`src/rtl/pipe_hazard_tracker.sv`:
```
// ============================================================================
// Module   : pipe_hazard_tracker
// Purpose  : Hazard / forwarding controller for an N-stage in-order pipeline.
//            Optional counters are enabled by defining PIPE_PERF_EN.
// Revision : 1.0 - initial release
// ============================================================================
`default_nettype none

module pipe_hazard_tracker #(
   parameter int DEPTH   = 5,
   parameter int REG_AW  = 5,
   parameter int NUM_SRC = 2,
   localparam int SW     = $clog2(DEPTH)
) (
   input  logic                      clk,
   input  logic                      rst,
   input  logic                      dec_valid_i,
   input  logic [REG_AW-1:0]         dec_rd_i,
   input  logic                      dec_reg_write_i,
   input  logic [SW-1:0]             dec_ready_stage_i,
   input  logic [NUM_SRC*REG_AW-1:0] ex_rs_i,
   input  logic                      mem_busy_i,
   input  logic                      redirect_i,
   output logic [DEPTH-1:0]          stall_o,
   output logic [DEPTH-1:0]          flush_o,
   output logic [NUM_SRC*SW-1:0]     fwd_sel_o,
   output logic                      retire_o
`ifdef PIPE_PERF_EN
   ,
   output logic [31:0]               perf_retired_o,
   output logic [31:0]               perf_stall_o,
   output logic [31:0]               perf_flush_o
`endif
);

   localparam logic [SW-1:0] c_exec_stage = SW'(2);
   localparam logic [SW-1:0] c_last_stage = SW'(DEPTH-1);

   // Per-stage metadata for EXEC .. WB
   logic [DEPTH-1:2]  r_valid;
   logic [DEPTH-1:2]  r_wr;
   logic [REG_AW-1:0] r_rd  [2:DEPTH-1];
   logic [SW-1:0]     r_rdy [2:DEPTH-1];

   logic [SW-1:0]      w_rdy_clamped;
   logic [SW-1:0]      w_sel  [NUM_SRC];
   logic [NUM_SRC-1:0] w_wait;
   logic               w_data_stall;
   logic               w_redirect_ok;

   assign w_rdy_clamped = ((dec_ready_stage_i < c_exec_stage) ||
                           (dec_ready_stage_i > c_last_stage)) ? c_last_stage
                                                               : dec_ready_stage_i;

   // Scan oldest to youngest so the youngest producer overrides.
   always_comb begin
      for (int j = 0; j < NUM_SRC; j++) begin
         w_sel[j]  = '0;
         w_wait[j] = 1'b0;
         for (int k = DEPTH-1; k > 2; k--) begin
            if (r_valid[k] && r_wr[k] &&
                (r_rd[k] == ex_rs_i[j*REG_AW +: REG_AW]) &&
                (ex_rs_i[j*REG_AW +: REG_AW] != '0)) begin
               w_sel[j]  = SW'(k);
               w_wait[j] = (r_rdy[k] > SW'(k));
            end
         end
      end
   end

   assign w_data_stall  = r_valid[2] && (|w_wait);
   assign w_redirect_ok = redirect_i && !w_data_stall && !mem_busy_i;

   always_comb begin
      stall_o   = '0;
      flush_o   = '0;
      fwd_sel_o = '0;
      retire_o  = 1'b0;
      if (rst) begin
         flush_o = '1;
      end else begin
         for (int j = 0; j < NUM_SRC; j++) begin
            fwd_sel_o[j*SW +: SW] = w_sel[j];
         end
         retire_o = r_valid[DEPTH-1] && !mem_busy_i;
         if (mem_busy_i) begin
            stall_o = '1;
         end else if (w_data_stall) begin
            stall_o[2:0] = 3'b111;
            flush_o[3]   = 1'b1;
         end else if (redirect_i) begin
            flush_o[2:1] = 2'b11;
         end
      end
   end

   always_ff @(posedge clk) begin
      if (rst) begin
         r_valid <= '0;
      end else if (!mem_busy_i) begin
         // Stage 3 takes a bubble while EXEC waits on its operand.
         for (int s = 3; s < DEPTH; s++) begin
            r_valid[s] <= (s == 3 && w_data_stall) ? 1'b0 : r_valid[s-1];
            r_wr[s]    <= r_wr[s-1];
            r_rd[s]    <= r_rd[s-1];
            r_rdy[s]   <= r_rdy[s-1];
         end
         if (!w_data_stall) begin
            r_valid[2] <= w_redirect_ok ? 1'b0 : dec_valid_i;
            r_wr[2]    <= dec_reg_write_i;
            r_rd[2]    <= dec_rd_i;
            r_rdy[2]   <= w_rdy_clamped;
         end
      end
   end

`ifdef PIPE_PERF_EN
   logic [31:0] r_perf_retired;
   logic [31:0] r_perf_stall;
   logic [31:0] r_perf_flush;

   always_ff @(posedge clk) begin
      if (rst) begin
         r_perf_retired <= '0;
         r_perf_stall   <= '0;
         r_perf_flush   <= '0;
      end else begin
         if (retire_o && (r_perf_retired != 32'hFFFF_FFFF)) begin
            r_perf_retired <= r_perf_retired + 32'd1;
         end
         if ((w_data_stall || mem_busy_i) && (r_perf_stall != 32'hFFFF_FFFF)) begin
            r_perf_stall <= r_perf_stall + 32'd1;
         end
         if (w_redirect_ok && (r_perf_flush != 32'hFFFF_FFFF)) begin
            r_perf_flush <= r_perf_flush + 32'd1;
         end
      end
   end

   assign perf_retired_o = r_perf_retired;
   assign perf_stall_o   = r_perf_stall;
   assign perf_flush_o   = r_perf_flush;
`endif

endmodule

`default_nettype wire

```
`config.mk`:
```
export PLATFORM = sky130hd
export DESIGN_NAME = pipe_hazard_tracker
export DESIGN_NICKNAME = d
export VERILOG_FILES = /design/src/rtl/pipe_hazard_tracker.sv
export SDC_FILE = /design/constraint.sdc
export NUM_CORES = 1
export LEC_CHECK = 0
export CAP_MARGIN = 20
export CORE_ASPECT_RATIO = 1.75
export CORE_MARGIN = 2
export CORE_UTILIZATION = 42
export DETAILED_ROUTE_END_ITERATION = 8
export MAX_ROUTING_LAYER = met4
export PLACE_DENSITY_LB_ADDON = 0.08
export SYNTH_ARGS = -nofsm -noshare
export SYNTH_HDL_FRONTEND = slang
export SYNTH_SLANG_ARGS = --single-unit
```
`constraint.sdc`:
```
create_clock -name clk -period 2.6 [get_ports clk]
set_input_delay 0.39 -clock clk [delete_from_list [all_inputs] [get_ports clk]]
set_output_delay 0.39 -clock clk [all_outputs]
set_load 0.01 [all_outputs]
```
-- Yosys cells after proc, flatten, opt, wreduce, memory -nomap -nowiden
Memory sizes are Yosys's and may differ from the RTL's.
Cells that the tools add are included.
Widths: inputs -> output; s select.
- bits in writable memories: 24
- input port bits: 24
- memories: 2
- flip-flop bits (word level): 6
- output and inout bits: 17
- reductions and logical operators: 23
- order comparisons: 4
- multiplexer cells: 30
- eq/ne operators: 4
- bitwise logic cells: 3
- memories (memory ; words ; bits a word ; read ports ; clocked after Yosys merged registers in ; write ports ; line ; RTL):
    r_rd ; 3 ; 5 ; 3 ; 0 ; 3 ; 42 ; logic [REG_AW-1:0] r_rd [2:DEPTH-1];
    r_rdy ; 3 ; 3 ; 3 ; 0 ; 3 ; 43 ; logic [SW-1:0] r_rdy [2:DEPTH-1];
- operators with widths (operator ; number):
    $mux 3 ; 9
    $eq 5x5->1 ; 4
    $mux 1 ; 16
    $logic_and 1x1->1 ; 14
    $reduce_bool 5->1 ; 2
    $gt 3x3->1 const B ; 2
    $mux 2 ; 3
    $mux 6 ; 1
    $mux 5 ; 1
    $reduce_and 2->1 ; 2
    $gt 3x2->1 const B ; 1
    $lt 3x2->1 const B ; 1
    $not 1->1 ; 3
    $reduce_and 3->1 ; 1
    $logic_not 1->1 ; 2
    $reduce_or 2->1 ; 1
    $logic_or 1x1->1 ; 1

-- Logic depth before layout (Yosys ltp)
- depth in word-level cells: 11
- depth in mapped cells: 6
- gate-level depth less buffers: 5

-- Worst setup path after synthesis
Ideal clock, no wire load.
- kind: register -> register
- start point: mem r_rd[3][1]
- end point: mem r_rd[2][0], enable pin
- data required time: 2.202 ns
- data arrival time: 2.222 ns
- path slack: -0.019 ns
- setup time: 0.398 ns
- buffers on the path: 0
- period minus slack after synthesis: 2.619 ns
- cell stages (with the launch flop): 6
- cell sequence: edfxtp_1 -> xnor2_1 -> nand4_1 -> o2111a_2 -> o21a_4 -> o41ai_1
- RTL lines (element ; line):
    from (decl) ; 42

==> impl_metrics.env <==
export IMPL_grt_util_all_layers=0.185
export IMPL_r2r_start="r_rd[3][2]$_DFFE_PP_"
export IMPL_timing_hold_violations_final=0
export IMPL_cp_max_fo=5
export IMPL_p_leak_nw=0.882
export IMPL_endpoint="flush_o[3]"
export IMPL_placed_cell_area_mm2=0.00201
export IMPL_syn2layout_area_growth_pct=47.8
export IMPL_setup_viol=1
export IMPL_finClkSkew_ns=0.00509
export IMPL_path_class="reg -> out"
export IMPL_cts_reportedPaths_clkPinSlew_ns=0.06
export IMPL_yosys_area_top_type="edfxtp_1"
export IMPL_syn_instance_count=117
export IMPL_pin_count=41
export IMPL_worstPathCellList="buf_6, xnor2_2, nand4_1, o2111a_2, o21a_4, buf_4, a211o_2, buf_6"
export IMPL_r2r_end="r_rd[2][0]$_DFFE_PP_"
export IMPL_htreeDepth=2
export IMPL_start_kind="register"
export IMPL_cp_common_cell="buf_6"
export IMPL_clockBufferDepth=2
export IMPL_grt_pass1_wl_um=5330
export IMPL_drc=0
export IMPL_finalMaxSlewViolations=0
export IMPL_power_density_mw_per_mm2=481
export IMPL_ant_nets=0
export IMPL_synth_nets=141
export IMPL_worstPathRequired_ns=2.21
export IMPL_fin_cells=224
export IMPL_tritoncts="yes"
export IMPL_synth_area_leaders="edfxtp_1 (55%), xnor2_1 (7.1%), xor2_1 (4.7%), dfxtp_1 (4.1%), buf_4 (4.1%)"
export IMPL_numClockSinks=30
export IMPL_dieArea_mm2=0.00402
export IMPL_synth_edff_count=27
export IMPL_grt_max_degree=20
export IMPL_via_count=1126
export IMPL_slew_headroom=0.763
export IMPL_io_buffers=40
export IMPL_synth_cell_types=33
export IMPL_cp_data_arrival_time_ns=2.21
export IMPL_cts_buffers=5
export IMPL_worst_pin_slew_ns=0.352
export IMPL_fin_crit_sh=1.00
export IMPL_setup_tns_ns=-0.00202
export IMPL_seqCellArea_um2=871
export IMPL_netlist_area_mm2=0.00148
export IMPL_drt_pass1_iter_count=4
export IMPL_core_area_mm2=0.00336
export IMPL_synth_flop_cell="edfxtp_1"
export IMPL_die_h_um=82.4
export IMPL_violations="negative setup slack"
export IMPL_yosys_warnings=0
export IMPL_placed_cells=211
export IMPL_holdCritPathClass="reg -> reg"
export IMPL_status="complete, but fails checks"
export IMPL_r2r_slack_ns=0.30
export IMPL_drt_iter0_drc=16
export IMPL_crit_slowest_cell="edfxtp_1"
export IMPL_nets=202
export IMPL_drive_gt1_frac=0.285
export IMPL_synth_most_common_cell="edfxtp_1"
export IMPL_grt_setup_unrepaired="yes"
export IMPL_final_core_util=0.648
export IMPL_netlist_area_leader_share=0.550
export IMPL_fillers=290
export IMPL_worst_slack_ns=-0.00202
export IMPL_die_x_um=48.8
export IMPL_finalInstanceArea_mm2=0.00218
export IMPL_hold_slack_ns=0.415
export IMPL_worstSetupStartpoint="r_rd[3][2]$_DFFE_PP_"
export IMPL_grt_pass1_vias=1179
export IMPL_async_flop_share=0
export IMPL_finalWeightedCongestion=0.841
export IMPL_synth_seq_cells=30
export IMPL_hpwl_um=2430
export IMPL_r2r_cells=8
export IMPL_multi_input_area_um2=588
export IMPL_diodes=0
export IMPL_routed_wl_um=3210
export IMPL_wl_per_cell_um=14.3
export IMPL_worstSkewPairLatency_ns=0.27
export IMPL_critPathMaxStageDelay_ns=0.44
export IMPL_critPathCaptureType="output port"
export IMPL_antenna_found_initial=0
export IMPL_root_buffer="clkbuf_8"
export IMPL_grt_remaining_overflow=0
export IMPL_peakVddDrop_mv=0.490
export IMPL_initial_core_util=0.439
export IMPL_maxCapViolations=0
export IMPL_via_per_inst=5.03
export IMPL_finalPower_mw=1.05
export IMPL_dp_slack_ns=-0.620
export IMPL_synth_common_cells="edfxtp_1 (27), xnor2_1 (12), buf_4 (8), xor2_1 (8)"
export IMPL_fin_crit_ns=2.60
export IMPL_yosysSeqAreaShare=0.590
export IMPL_avgSynthCellArea_um2=12.6
export IMPL_max_freq_ghz=0.384
export IMPL_holdBufCountCts=0
export IMPL_core_rowCount=28
[kinds of logic after synthesis]
group / Yosys count / synth area share
AND/OR/NAND/NOR: 34 / 0.125
flip-flops: 30 / 0.590
XOR/XNOR: 20 / 0.119
multiplexers: 1 / 0.00679
AO/OA/AOI/OAI: 16 / 0.0984
buffers and inverters: 16 / 0.0611
[routing by layer]
layer | track usage | wire (um)
met1 | 0.167 | 1140
met2 | 0.353 | 1850
met3 | 0.0414 | 147
met4 | 0.106 | 72
met5 | - | 0
[report_power, final]
group          internal, mW  leakage (nW)  total [mW]  switching, mW
combinational        0.0769         0.560       0.139         0.0618
clock                 0.182        0.0416       0.345          0.163
sequential            0.553         0.280       0.565         0.0117
total                 0.812         0.882        1.05          0.237
[registers in the layout, summed over array words and instances, names as in the netlist]
signal   cells
r_rd        15
r_rdy        9
r_valid      3
r_wr         3
[placed cells by master, fill, tap and decap left out, drive strengths merged, types with 3 or more instances in the layout]
master	n
edfxtp	27
dlygate4sd2	12
inv	6
o21a	3
nor2	6
clkbuf	5
clkdlybuf4s50	20
nor4	6
o41ai	3
xor2	8
nand2	4
dfxtp	3
buf	30
xnor2	12
and2	6
and3	3
[repair_timing]
action,in CTS,in global routing
resized for setup,42,11
endpoints found under the hold margin,0,0
setup endpoints to repair,12,10
pin swaps,8,15
buffers inserted,4,2
[worst max-delay path, delay by kind of cell, from the launching register on]
kind                      cells  cell delay, ns
DFF                           1            0.44
buffers and inverters         3            0.42
AOI/OAI and AO/OA             3            0.84
and+or+nand+nor               1            0.12
xor gates and xnor gates      1            0.10
[cell type report]
cell class | count | area share
Sequential cell | 30 | 0.399
Multi-Input combinational cell | 71 | 0.270
Timing Repair Buffer | 64 | 0.256
Clock buffer | 5 | 0.0316
Tap cell | 45 | 0.0258
Inverter | 6 | 0.0103
Clock inverter | 3 | 0.00746
[worst min-delay path by stage]
stage                                end  cells past startpoint                 start
floorplan           r_rd[3][0]$_DFFE_PP_                      0  r_rd[2][0]$_DFFE_PP_
global placement    r_rd[3][1]$_DFFE_PP_                      0  r_rd[2][1]$_DFFE_PP_
detailed placement  r_rd[3][2]$_DFFE_PP_                      0  r_rd[2][2]$_DFFE_PP_
CTS                 r_rd[3][2]$_DFFE_PP_                      0  r_rd[2][2]$_DFFE_PP_
global route        r_rd[3][2]$_DFFE_PP_                      0  r_rd[2][2]$_DFFE_PP_
finish              r_rd[3][2]$_DFFE_PP_                      0  r_rd[2][2]$_DFFE_PP_
Power figures use the tool's default switching activity.
